===== src/rtl/pipe_flow_ctrl_if.sv =====
// Handshake bundle between the pipeline datapath and the stall/flush/halt
// sequencer.
//   master : datapath side, drives the decoded control and memory handshake.
//   slave  : sequencer side, returns the enables, flushes and status.
interface pipe_flow_ctrl_if;
    // Decoded control from ID and EX, plus the data-memory handshake
    logic [4:0]  id_rs1;
    logic [4:0]  id_rs2;
    logic        id_use_rs1;
    logic        id_use_rs2;
    logic        id_halt;
    logic        ex_mem_read;
    logic [4:0]  ex_rd;
    logic        ex_redirect;
    logic        mem_req;
    logic        mem_ready;

    // Pipeline register enables, flushes and status
    logic        pc_write;
    logic        if_id_write;
    logic        if_id_flush;
    logic        id_ex_flush;
    logic        back_hold;
    logic        halted;
    logic        mem_err;
    logic [15:0] stall_cnt;

    modport master (
        output id_rs1, id_rs2, id_use_rs1, id_use_rs2, id_halt,
               ex_mem_read, ex_rd, ex_redirect, mem_req, mem_ready,
        input  pc_write, if_id_write, if_id_flush, id_ex_flush,
               back_hold, halted, mem_err, stall_cnt
    );

    modport slave (
        input  id_rs1, id_rs2, id_use_rs1, id_use_rs2, id_halt,
               ex_mem_read, ex_rd, ex_redirect, mem_req, mem_ready,
        output pc_write, if_id_write, if_id_flush, id_ex_flush,
               back_hold, halted, mem_err, stall_cnt
    );
endinterface


===== src/rtl/pipe_flow_ctrl.sv =====
// Central stall/flush/halt sequencer for the 5-stage RISC-V pipeline.
// Ports:
//   clk    : clock, all state updates on the rising edge
//   reset  : asynchronous, active-low; while low the outputs sit at their
//            safe values (front end frozen, both flushes asserted)
//   bus    : pipe_flow_ctrl_if.slave
//            inputs  : ID source regs/use flags, id_halt, EX MemRead/rd,
//                      ex_redirect, mem_req/mem_ready
//            outputs : pc_write, if_id_write, if_id_flush, id_ex_flush,
//                      back_hold, halted, mem_err, stall_cnt
// The enables and flushes are combinational from state and inputs; the state,
// drain/wait counters, mem_err and stall_cnt are registered.
module pipe_flow_ctrl #(
    parameter int unsigned DRAIN_CYCLES = 3,
    parameter int unsigned MEM_TIMEOUT  = 255,
    parameter int unsigned CW           = 8
) (
    input  logic             clk,
    input  logic             reset,
    pipe_flow_ctrl_if.slave  bus
);

    localparam int unsigned SW  = 2;
    localparam int unsigned SCW = 16;

    localparam logic [SW-1:0] S_RUN      = 2'd0;
    localparam logic [SW-1:0] S_MEM_WAIT = 2'd1;
    localparam logic [SW-1:0] S_DRAIN    = 2'd2;
    localparam logic [SW-1:0] S_HALTED   = 2'd3;

    localparam logic [CW-1:0] DRAIN_INIT  = CW'(DRAIN_CYCLES);
    localparam logic [CW-1:0] TIMEOUT_VAL = CW'(MEM_TIMEOUT);

    // State and counters. The wait counter is separate from the drain
    // counter so a memory stall inside DRAIN leaves the drain count intact.
    logic [SW-1:0]  r_state;
    logic [CW-1:0]  r_drain_cnt;
    logic [CW-1:0]  r_wait_cnt;
    logic           r_ret_drain;
    logic           r_mem_err;
    logic [SCW-1:0] r_stall_cnt;

    logic [SW-1:0]  w_nxt_state;
    logic [CW-1:0]  w_nxt_drain;
    logic [CW-1:0]  w_nxt_wait;
    logic           w_nxt_ret;
    logic           w_set_err;

    logic           w_pc_write;
    logic           w_if_id_write;
    logic           w_if_id_flush;
    logic           w_id_ex_flush;
    logic           w_back_hold;
    logic           w_halted;

    logic           w_load_use;
    logic           w_mem_stall;

    // Hazard detection; x0 as a destination never creates a dependency
    assign w_load_use = bus.ex_mem_read && (bus.ex_rd != 5'd0) &&
                        ((bus.id_use_rs1 && (bus.ex_rd == bus.id_rs1)) ||
                         (bus.id_use_rs2 && (bus.ex_rd == bus.id_rs2)));
    assign w_mem_stall = bus.mem_req && !bus.mem_ready;

    // Next-state and output decode
    always_comb begin
        w_nxt_state   = r_state;
        w_nxt_drain   = r_drain_cnt;
        w_nxt_wait    = r_wait_cnt;
        w_nxt_ret     = r_ret_drain;
        w_set_err     = 1'b0;
        w_pc_write    = 1'b0;
        w_if_id_write = 1'b0;
        w_if_id_flush = 1'b0;
        w_id_ex_flush = 1'b0;
        w_back_hold   = 1'b0;
        w_halted      = 1'b0;

        case (r_state)
            S_RUN: begin
                if (w_mem_stall) begin
                    w_back_hold = 1'b1;
                    w_nxt_state = S_MEM_WAIT;
                    w_nxt_wait  = CW'(1);
                    w_nxt_ret   = 1'b0;
                end else if (bus.ex_redirect) begin
                    // Wrong-path halt/load-use in ID is squashed by the flushes
                    w_pc_write    = 1'b1;
                    w_if_id_write = 1'b1;
                    w_if_id_flush = 1'b1;
                    w_id_ex_flush = 1'b1;
                end else if (w_load_use) begin
                    w_id_ex_flush = 1'b1;
                end else if (bus.id_halt) begin
                    // Halt is held in ID and never reaches EX
                    w_id_ex_flush = 1'b1;
                    if (DRAIN_CYCLES == 0) begin
                        w_nxt_state = S_HALTED;
                    end else begin
                        w_nxt_state = S_DRAIN;
                        w_nxt_drain = DRAIN_INIT;
                    end
                end else begin
                    w_pc_write    = 1'b1;
                    w_if_id_write = 1'b1;
                end
            end

            S_MEM_WAIT: begin
                if (bus.mem_ready) begin
                    // Release cycle: back end advances, front end stays frozen
                    w_nxt_state = r_ret_drain ? S_DRAIN : S_RUN;
                end else begin
                    w_back_hold = 1'b1;
                    if (r_wait_cnt == TIMEOUT_VAL) begin
                        w_set_err   = 1'b1;
                        w_nxt_state = S_HALTED;
                    end else begin
                        w_nxt_wait = r_wait_cnt + CW'(1);
                    end
                end
            end

            S_DRAIN: begin
                if (w_mem_stall) begin
                    w_back_hold = 1'b1;
                    w_nxt_state = S_MEM_WAIT;
                    w_nxt_wait  = CW'(1);
                    w_nxt_ret   = 1'b1;
                end else begin
                    w_id_ex_flush = 1'b1;
                    if ((r_drain_cnt == '0) || (r_drain_cnt == CW'(1))) begin
                        w_nxt_drain = '0;
                        w_nxt_state = S_HALTED;
                    end else begin
                        w_nxt_drain = r_drain_cnt - CW'(1);
                    end
                end
            end

            S_HALTED: begin
                w_back_hold = 1'b1;
                w_halted    = 1'b1;
            end

            default: begin
                w_nxt_state = S_RUN;
            end
        endcase
    end

    // State, counters, sticky error and saturating stall counter
    always_ff @(posedge clk or negedge reset) begin
        if (!reset) begin
            r_state     <= S_RUN;
            r_drain_cnt <= '0;
            r_wait_cnt  <= '0;
            r_ret_drain <= 1'b0;
            r_mem_err   <= 1'b0;
            r_stall_cnt <= '0;
        end else begin
            r_state     <= w_nxt_state;
            r_drain_cnt <= w_nxt_drain;
            r_wait_cnt  <= w_nxt_wait;
            r_ret_drain <= w_nxt_ret;
            if (w_set_err) begin
                r_mem_err <= 1'b1;
            end
            if ((r_state != S_HALTED) && !w_pc_write && (r_stall_cnt != '1)) begin
                r_stall_cnt <= r_stall_cnt + SCW'(1);
            end
        end
    end

    // Reset overrides the decode so the pipeline sees safe values immediately
    assign bus.pc_write    = reset && w_pc_write;
    assign bus.if_id_write = reset && w_if_id_write;
    assign bus.if_id_flush = !reset || w_if_id_flush;
    assign bus.id_ex_flush = !reset || w_id_ex_flush;
    assign bus.back_hold   = reset && w_back_hold;
    assign bus.halted      = reset && w_halted;
    assign bus.mem_err     = r_mem_err;
    assign bus.stall_cnt   = r_stall_cnt;

endmodule


===== src/flat_wrapper.sv =====
// flat-port wrapper written by rule: the top's interface ports become plain ports
module pipe_flow_ctrl_flat 
#(
    parameter int unsigned DRAIN_CYCLES = 3,
    parameter int unsigned MEM_TIMEOUT  = 255,
    parameter int unsigned CW           = 8
)
  (clk, reset, bus_id_rs1, bus_id_rs2, bus_id_use_rs1, bus_id_use_rs2, bus_id_halt, bus_ex_mem_read, bus_ex_rd, bus_ex_redirect, bus_mem_req, bus_mem_ready, bus_pc_write, bus_if_id_write, bus_if_id_flush, bus_id_ex_flush, bus_back_hold, bus_halted, bus_mem_err, bus_stall_cnt);
  pipe_flow_ctrl_if bus_i ();
  input  logic clk;
  input  logic reset;
  input wire logic [$bits(bus_i.id_rs1)-1:0] bus_id_rs1;
  input wire logic [$bits(bus_i.id_rs2)-1:0] bus_id_rs2;
  input wire logic [$bits(bus_i.id_use_rs1)-1:0] bus_id_use_rs1;
  input wire logic [$bits(bus_i.id_use_rs2)-1:0] bus_id_use_rs2;
  input wire logic [$bits(bus_i.id_halt)-1:0] bus_id_halt;
  input wire logic [$bits(bus_i.ex_mem_read)-1:0] bus_ex_mem_read;
  input wire logic [$bits(bus_i.ex_rd)-1:0] bus_ex_rd;
  input wire logic [$bits(bus_i.ex_redirect)-1:0] bus_ex_redirect;
  input wire logic [$bits(bus_i.mem_req)-1:0] bus_mem_req;
  input wire logic [$bits(bus_i.mem_ready)-1:0] bus_mem_ready;
  output wire logic [$bits(bus_i.pc_write)-1:0] bus_pc_write;
  output wire logic [$bits(bus_i.if_id_write)-1:0] bus_if_id_write;
  output wire logic [$bits(bus_i.if_id_flush)-1:0] bus_if_id_flush;
  output wire logic [$bits(bus_i.id_ex_flush)-1:0] bus_id_ex_flush;
  output wire logic [$bits(bus_i.back_hold)-1:0] bus_back_hold;
  output wire logic [$bits(bus_i.halted)-1:0] bus_halted;
  output wire logic [$bits(bus_i.mem_err)-1:0] bus_mem_err;
  output wire logic [$bits(bus_i.stall_cnt)-1:0] bus_stall_cnt;
  assign bus_i.id_rs1 = bus_id_rs1;
  assign bus_i.id_rs2 = bus_id_rs2;
  assign bus_i.id_use_rs1 = bus_id_use_rs1;
  assign bus_i.id_use_rs2 = bus_id_use_rs2;
  assign bus_i.id_halt = bus_id_halt;
  assign bus_i.ex_mem_read = bus_ex_mem_read;
  assign bus_i.ex_rd = bus_ex_rd;
  assign bus_i.ex_redirect = bus_ex_redirect;
  assign bus_i.mem_req = bus_mem_req;
  assign bus_i.mem_ready = bus_mem_ready;
  assign bus_pc_write = bus_i.pc_write;
  assign bus_if_id_write = bus_i.if_id_write;
  assign bus_if_id_flush = bus_i.if_id_flush;
  assign bus_id_ex_flush = bus_i.id_ex_flush;
  assign bus_back_hold = bus_i.back_hold;
  assign bus_halted = bus_i.halted;
  assign bus_mem_err = bus_i.mem_err;
  assign bus_stall_cnt = bus_i.stall_cnt;
  pipe_flow_ctrl #(.DRAIN_CYCLES(DRAIN_CYCLES), .MEM_TIMEOUT(MEM_TIMEOUT), .CW(CW)) u_core (.clk(clk), .reset(reset), .bus(bus_i));
endmodule

===== config.mk =====
export PLATFORM = sky130hd
export DESIGN_NAME = pipe_flow_ctrl_flat
export DESIGN_NICKNAME = d
export VERILOG_FILES = /design/src/rtl/pipe_flow_ctrl_if.sv /design/src/rtl/pipe_flow_ctrl.sv /design/src/flat_wrapper.sv
export SDC_FILE = /design/constraint.sdc
export NUM_CORES = 1
export LEC_CHECK = 0
export BUFFER_PORTS_ARGS = -buffer_cell sky130_fd_sc_hd__buf_2
export CAP_MARGIN = 30
export CORE_MARGIN = 10
export CORE_UTILIZATION = 59
export DETAILED_ROUTE_END_ITERATION = 6
export GPL_TIMING_DRIVEN = 0
export PLACE_DENSITY = 0.94
export REMOVE_ABC_BUFFERS = 1
export SLEW_MARGIN = 20
export SYNTH_ARGS = -nofsm -noshare
export SYNTH_HDL_FRONTEND = slang
export SYNTH_SLANG_ARGS = --single-unit

===== constraint.sdc =====
create_clock -name clk -period 5.4 [get_ports clk]
set_input_delay 1.08 -clock clk [delete_from_list [all_inputs] [get_ports clk]]
set_output_delay 1.08 -clock clk [all_outputs]
set_load 0.02 [all_outputs]

==> summary.md, run 1 <==
| Metric | Value |
|---|---|
| Design area | 2590 um2 |
| Detailed-route wire length per cell | 16.2 um |
| Final Non-Filler Cells | 343 |
| Worst Path Arrival | 2.58 ns |
| Final critical-path share of the clock period | 67.9% |
| Fin. Hold Viols | 0 |
| YS warnings | 0 |
| Final worst path period need | 3.66 ns |
| Run status | completed |
| Drt pass-1 iters | 4 |
| Hold Path Origin | u_core.bus.mem_err |
| DIE WIDTH | 81.4 um |
| CTS tree | built |
| Hold Crit Depth | 1 |
| Setup fix buffers added after clock tree synthesis | 0 |
| Core Rows | 22 |
| Critical Path Start | bus_ex_rd[0] |
| Nets | 328 |
| Depth of the CTS H-tree | 2 |
| IR drop worst, VDD | 0.209 mV |
| # DRC | 0 |
| FF-to-FF End | u_core.bus.stall_cnt[1] |
| Critical Path Start Type | input pin |
| Reg power frac | 35.3% |
| IO Port Bufs | 46 |
| Worst slew margin | 43.5% |
| Distinct cells, synth | 47 |
| Unrepaired setup endpoints after global routing | no |
| Asr flop ratio synth | 100% |
| Setup WS pre-CTS | 1.74 ns |
| Internal power | 683 uW |
| Maximum clock insertion buffer count | 2 |
| Switching power total | 597 uW |
| Setup ws final | 1.74 ns |
| Reg2reg start | u_core.r_state[0] |
| Synthesis-stage register bit count | 36 |
| Mapped Area | 2230 um2 |
| Leakage | 1.20 nW |
| Placed cells | 335 |
| Hold-fix buffers at CTS | 0 |
| Reg2reg path depth | 7 |
| Die area | 6630 um2 |
| Crit. End Element | primary output |
| Wire length of the first global-routing pass | 8760 um |
| Clk pwr share | 16.0% |
| Clock-pin slew on the worst setup and hold paths | 0.07 ns |
| R2r setup slk | 3.00 ns |
| Max-Cap Viols | 0 |
| CTS resizes | 0 |
| Endpoints failing setup | 0 |
| Mapped Cells | 245 |
| Share of power burned in combinational logic | 48.7% |
| Core Region | 3660 um2 |
| Final Max Slew Viols | 0 |
| Peak Freq | 273 MHz |
| Starting Density | 60.8% |
| Antenna-violating nets left | 0 |
| Diodes inserted | 0 |
| Number of flops mapped to enable cells by yosys | 0 |
| Final wirelength | 5560 um |
| Vert. Die Dim | 81.4 um |
| Vias | 2028 |
| Initial antenna violation count | 0 |
| Clk_lat worst skew | 0.30 ns |
| Area delta synth->final | 16.3% |
| Placer congestion estimate | 0.838 |
| Gr usage total | 16.6% |
| Actual slew at the worst max-slew pin | 0.847 ns |
| TritonCTS buffer count | 5 |
| CP Class | input pin to primary output |
| Fraction of layout cells with a size suffix above 1 | 22.0% |
| Largest net degree at the start of global routing | 41 |
| Post-Route Setup TNS | 0 ns |
| Critical Path RT | 4.32 ns |
| Grt total ovfl | 0 |
| Pwr/cell area | 494 nW/um2 |
| Fillers | 268 |
| Dpl cell area | 2500 um2 |
| Fin util | 70.7% |
| Leading cell type in the layout, fill and taps excluded | buf_2 |
| CP Max Fanout | 4 |
| Synthesized area per cell | 9.09 um2 |
| DR vias/cell | 5.91 |
| Leading cell types in the layout, fill and taps excluded | 46 x buf_2, 36 x dfrtp_1, 24 x nand2_1 |
| Iter 0 DRT Violations | 112 |
| Main synth FF type | dfrtp_1 |
| Root buffer cell | clkbuf_8 |
| Setup Skew | 0.00327 ns |
| Final HPWL DP | 4120 um |
| Sequential-to-total area share from yosys stat | 40.5% |
| WHS Endpoint | u_core.bus.mem_err |
| CTS Sinks | 36 |
| Worst hold path type | flop to flop |
| Vias in the first global route | 1998 |
| Sw Share | 46.6% |
| # IOs | 47 |
==> Yosys cell counts, drive strengths merged, types with 2 or more instances <==
library cell	instances	area [um2]
xnor2	11	96.3
nor4	5	31.3
inv	11	41.3
xor2	14	123
ha	10	125
clkbuf	2	7.51
and4	2	20.0
a31oi	3	18.8
nor2b	5	31.3
o31ai	6	50.1
and3	3	18.8
nor2	21	78.8
nand3	11	55.1
o21ai	30	150
a21o	2	15.0
and2	2	12.5
dfrtp	36	901
a21oi	10	53.8
or2	2	15.0
nand2b	3	18.8
nand2	24	90.1
buf	2	12.5
mux2	3	33.8
o41ai	2	36.3
nand4	5	31.3
o21a	2	16.3
nor3	8	50.1
or4	2	18.8
==> worst max-delay path by stage <==
stage          slack, ns         endpoint
2_1_floorplan       1.75  bus_if_id_write
3_3_place_gp        1.78  bus_id_ex_flush
3_5_place_dp        1.74  bus_id_ex_flush
4_1_cts             1.74  bus_id_ex_flush
5_1_grt             1.60  bus_id_ex_flush
6_report            1.74  bus_id_ex_flush
==> cell families (layout without fill, tap and decap cells) <==
logic type	count (synthesis)	after routing	synth area share, %
simple gates	94	94	21.6
mux	3	3	1.52
flops	36	36	40.5
xor+xnor	25	25	9.84
buf+inv	15	65	2.75
fa+ha+maj	10	10	5.62
compound gates	62	62	18.2
==> critical path, stage by stage <==
cell	delay (ns)
buf_2	0.12
or4_1	0.55
o21a_1	0.23
a21oi_1	0.13
o21ai_0	0.11
a21o_1	0.20
buf_2	0.16
==> sequential cells by signal, summed over array words and instances (netlist names) <==
name,cells
u_core.bus.mem_err,1
u_core.r_wait_cnt,8
u_core.r_state,2
u_core.r_drain_cnt,8
u_core.r_ret_drain,1
u_core.bus.stall_cnt,16
==> layer usage <==
layer | up-vias | GRT usage, % | routed length, um
li1 | 966 | - | -
met1 | 971 | 16.5 | 2140
met2 | 75 | 29.9 | 2900
met3 | 16 | 5.57 | 369
met4 | 0 | 8.65 | 148
met5 | - | 0 | 0
==> per-stage QoR <==
step                      hold WS [ns]  power [mW]
after global placement           0.438        1.03
after floorplan                  0.445       0.884
final                            0.473        1.28
after detailed placement         0.447        1.07
after global routing             0.483        1.37
after CTS                        0.474        1.28
==> power groups by stage <==
stage / Clock [mW] / Combinational [mW] / Sequential (mW)
floorplan: 0 / 0.401 / 0.483
detailed placement: 0 / 0.612 / 0.454
finish: 0.204 / 0.624 / 0.452
global placement: 0 / 0.589 / 0.444
global route: 0.221 / 0.686 / 0.461
CTS: 0.208 / 0.621 / 0.449
==> area by class of cell <==
type                    instances  area, um2  share of cell area (%)
well taps                      48       60.1                    2.32
clock inverters                 2       10.0                   0.387
inverters                      11       41.3                    1.59
repair buffers                 46        230                    8.89
flip-flops and latches         36        901                    34.8
multi-input cells             194       1260                    48.8
clock buffers                   6       82.6                    3.19
Power figures use the tool's default switching activity.
==> run 2: changes to the inputs <==
--- a/config.mk
+++ b/config.mk
@@ -8,10 +8,10 @@
 export BUFFER_PORTS_ARGS = -buffer_cell sky130_fd_sc_hd__buf_2
 export CAP_MARGIN = 30
 export CORE_MARGIN = 10
-export CORE_UTILIZATION = 59
+export CORE_UTILIZATION = 49
 export DETAILED_ROUTE_END_ITERATION = 6
 export GPL_TIMING_DRIVEN = 0
-export PLACE_DENSITY = 0.94
+export PLACE_DENSITY = 0.85
 export REMOVE_ABC_BUFFERS = 1
 export SLEW_MARGIN = 20
 export SYNTH_ARGS = -nofsm -noshare
==> constraint.sdc (replaced) <==
create_clock -name clk -period 3.12 [get_ports clk]
set_input_delay 0.624 -clock clk [delete_from_list [all_inputs] [get_ports clk]]
set_output_delay 0.624 -clock clk [all_outputs]
set_load 0.02 [all_outputs]
==> run 2 against run 1 <==
  * Sequential share of layout area is the same
  * Via count shrank 1.3%
  * Clock-buffer cell count shrank 1
  * Global-route usage shrank 2.8 points
  * Critical path depth is the same
  * Critical path type unchanged
==> summary.md, run 2 (same netlist as run 1, synthesis figures left out) <==
| Metric | Value |
|---|---|
| Run status | completed |
| Die area | 7640 um2 (+15%) |
| Critical Path Start | bus_ex_rd[0] |
| Largest net degree at the start of global routing | 41 (unchanged) |
| Worst Path Arrival | 2.12 ns (-0.46 ns) |
| CP max-delay cell | or4_1 |
| Crit. End Element | primary output |
| WP buf/inv | 2 (unchanged) |
| Peak Freq | 365 MHz |
| Core Rows | 24 (+9.1%) |
| DR vias/cell | 5.77 (-2.5%) |
| Detailed-route wire length per cell | 15.2 um (-6.2%) |
| Setup fix buffers added after clock tree synthesis | 0 (unchanged) |
| Actual slew at the worst max-slew pin | 0.861 ns (+0.0143 ns) |
| CP Max Fanout | 4 (unchanged) |
| Fin. Hold Viols | 0 (unchanged) |
| Antenna-violating nets left | 0 (unchanged) |
| Endpoints failing setup | 0 (unchanged) |
| Critical Path RT | 2.50 ns (-1.82 ns) |
| Pwr/cell area | 840 nW/um2 (+70%) |
| Critical Path Start Type | input pin |
| Leakage | 1.20 nW (-0.26%) |
| Leading cell type in the layout, fill and taps excluded | buf_2 |
| Wire length of the first global-routing pass | 8800 um (+0.47%) |
| # DRC | 0 (unchanged) |
| Area delta synth->final | 16.3% (unchanged) |
| Worst hold path type | input pin to asynchronous set/reset pin |
| Reg2reg start | u_core.r_state[0] |
| Placed cells | 339 (+1.2%) |
| DIE WIDTH | 87.4 um (+7.3%) |
| CP delay by family, top | compound AO/OA/AOI/OAI gates |
| Max reg flops | 16 (unchanged) |
| DR WL met3 | 354 um (-4.1%) |
| Vert. Die Dim | 87.4 um (+7.3%) |
| Storage cell area | 901 um2 (unchanged) |
| IO Port Bufs | 46 (unchanged) |
| Vias in the first global route | 1928 (-3.5%) |
| Maximum clock insertion buffer count | 2 (unchanged) |
| Diodes inserted | 0 (unchanged) |
| Clk_lat worst skew | 0.29 ns (about the same) |
| CP Class | input pin to primary output |
| Crit path cell chain | buf_2 > or4_1 > o21a_1 > a21oi_1 > o21ai_0 > a21o_1 > buf_2 |
| Worst slew margin | 42.6% (-0.95 points) |
| Drt pass-1 iters | 4 (unchanged) |
| Final worst path period need | 2.74 ns |
| Post-Route Setup TNS | 0 ns (unchanged) |
| Clock-pin slew on the worst setup and hold paths | 0.08 ns (about the same) |
| DRT met1 WL | 2140 um (+0.14%) |
| Iter 0 DRT Violations | 119 (+6.3%) |
| Placer congestion estimate | 0.829 (-1.1%) |
| IR drop worst, VDD | 0.309 mV (+48%) |
| Fillers | 376 (+40%) |
| Final HPWL DP | 3910 um (-4.9%) |
| Max incr delay on CP | 0.55 ns (about the same) |
| Area of the multi-input gates | 1260 um2 (unchanged) |
| Max-Cap Viols | 0 (unchanged) |
| Final wirelength | 5280 um (-5.1%) |
| Starting Density | 50.8% (-10 points) |
| Setup Skew | 0.0116 ns (+0.00828 ns) |
| Fraction of layout cells with a size suffix above 1 | 22.0% (unchanged) |
| Nets | 328 (unchanged) |
| Grt total ovfl | 0 (unchanged) |
| Max layer used | met4 |
| TritonCTS buffer count | 5 (unchanged) |
| Initial antenna violation count | 0 (unchanged) |
| Final Max Slew Viols | 0 (unchanged) |
| Leading cell types in the layout, fill and taps excluded | 46 x buf_2, 36 x dfrtp_1, 24 x nand2_1 |
| Core Region | 4380 um2 (+20%) |
| Met2 wire len | 2690 um (-7.2%) |
| Final critical-path share of the clock period | 87.9% |
| Vias | 2001 (-1.3%) |
| Gr usage total | 13.7% (-2.8 points) |
| Unrepaired setup endpoints after global routing | no |
| CTS tree | built |
| CTS resizes | 0 (unchanged) |
| Hold-fix buffers at CTS | 0 (unchanged) |
| Critical path's most frequent cell | buf_2 |
| CTS Sinks | 36 (unchanged) |
| # IOs | 47 (unchanged) |
| Final Non-Filler Cells | 347 (+1.2%) |
| Depth of the CTS H-tree | 2 (unchanged) |
| Root buffer cell | clkbuf_8 |
-- run 2: cell types whose count changed in the layout (fill, tap and decap cells not counted), sizes merged --
| cell | change |
|---|---|
| clkbuf | -1 |
| clkinv | +1 |
-- run 2: metal layers --
metal	up-vias	GRT usage (%)
met2	45	24.6
met1	978	15.3
met5	-	0
li1	970	-
met4	0	4.64
met3	8	3.56
-- run 2: layout make-up --
| cell class | instances | area share [%] |
|---|---|---|
| clock buffer | 5 | 2.66 |
| clock inverter | 3 | 0.725 |
| inverter | 11 | 1.59 |
| sequential | 36 | 34.8 |
| multi-input combinational | 194 | 48.8 |
| timing repair buffer | 46 | 8.89 |
| tap | 52 | 2.51 |
-- run 2: where the power goes --
group | leakage [nW] | internal [mW] | switching [mW]
Sequential | 0.451 | 0.604 | 0.173
Combinational | 0.697 | 0.401 | 0.659
Clock | 0.0479 | 0.156 | 0.182
Total | 1.20 | 1.16 | 1.01
-- run 2: final timing paths --
| kind | cells past startpoint | to | slack, ns |
|---|---|---|---|
| worst min-delay path | 1 | u_core.r_state[1] | 0.44 |
| worst min register to register | 1 | u_core.bus.mem_err | 0.47 |
| worst max register to register | 7 | u_core.bus.stall_cnt[1] | 0.67 |
| worst max-delay path | 7 | bus_id_ex_flush | 0.38 |
| max in group asynchronous | 1 | u_core.r_drain_cnt[4] | 2.13 |
| min in group clk | 1 | u_core.bus.mem_err | 0.47 |
-- run 2: through the flow --
stage / utilization, % / setup slack, ns / hold slack, ns / total power [mW] / area, um2
final: 59.0 / 0.378 / 0.436 / 2.17 / 2590
after floorplan: - / 0.384 / 0.328 / 1.53 / 2210
after CTS: 59.0 / 0.392 / 0.473 / 2.18 / 2590
after global routing: 59.0 / 0.237 / 0.502 / 2.36 / 2590
after detailed placement: 57.0 / 0.401 / 0.445 / 1.83 / 2500
after global placement: 57.0 / 0.400 / 0.438 / 1.80 / 2500
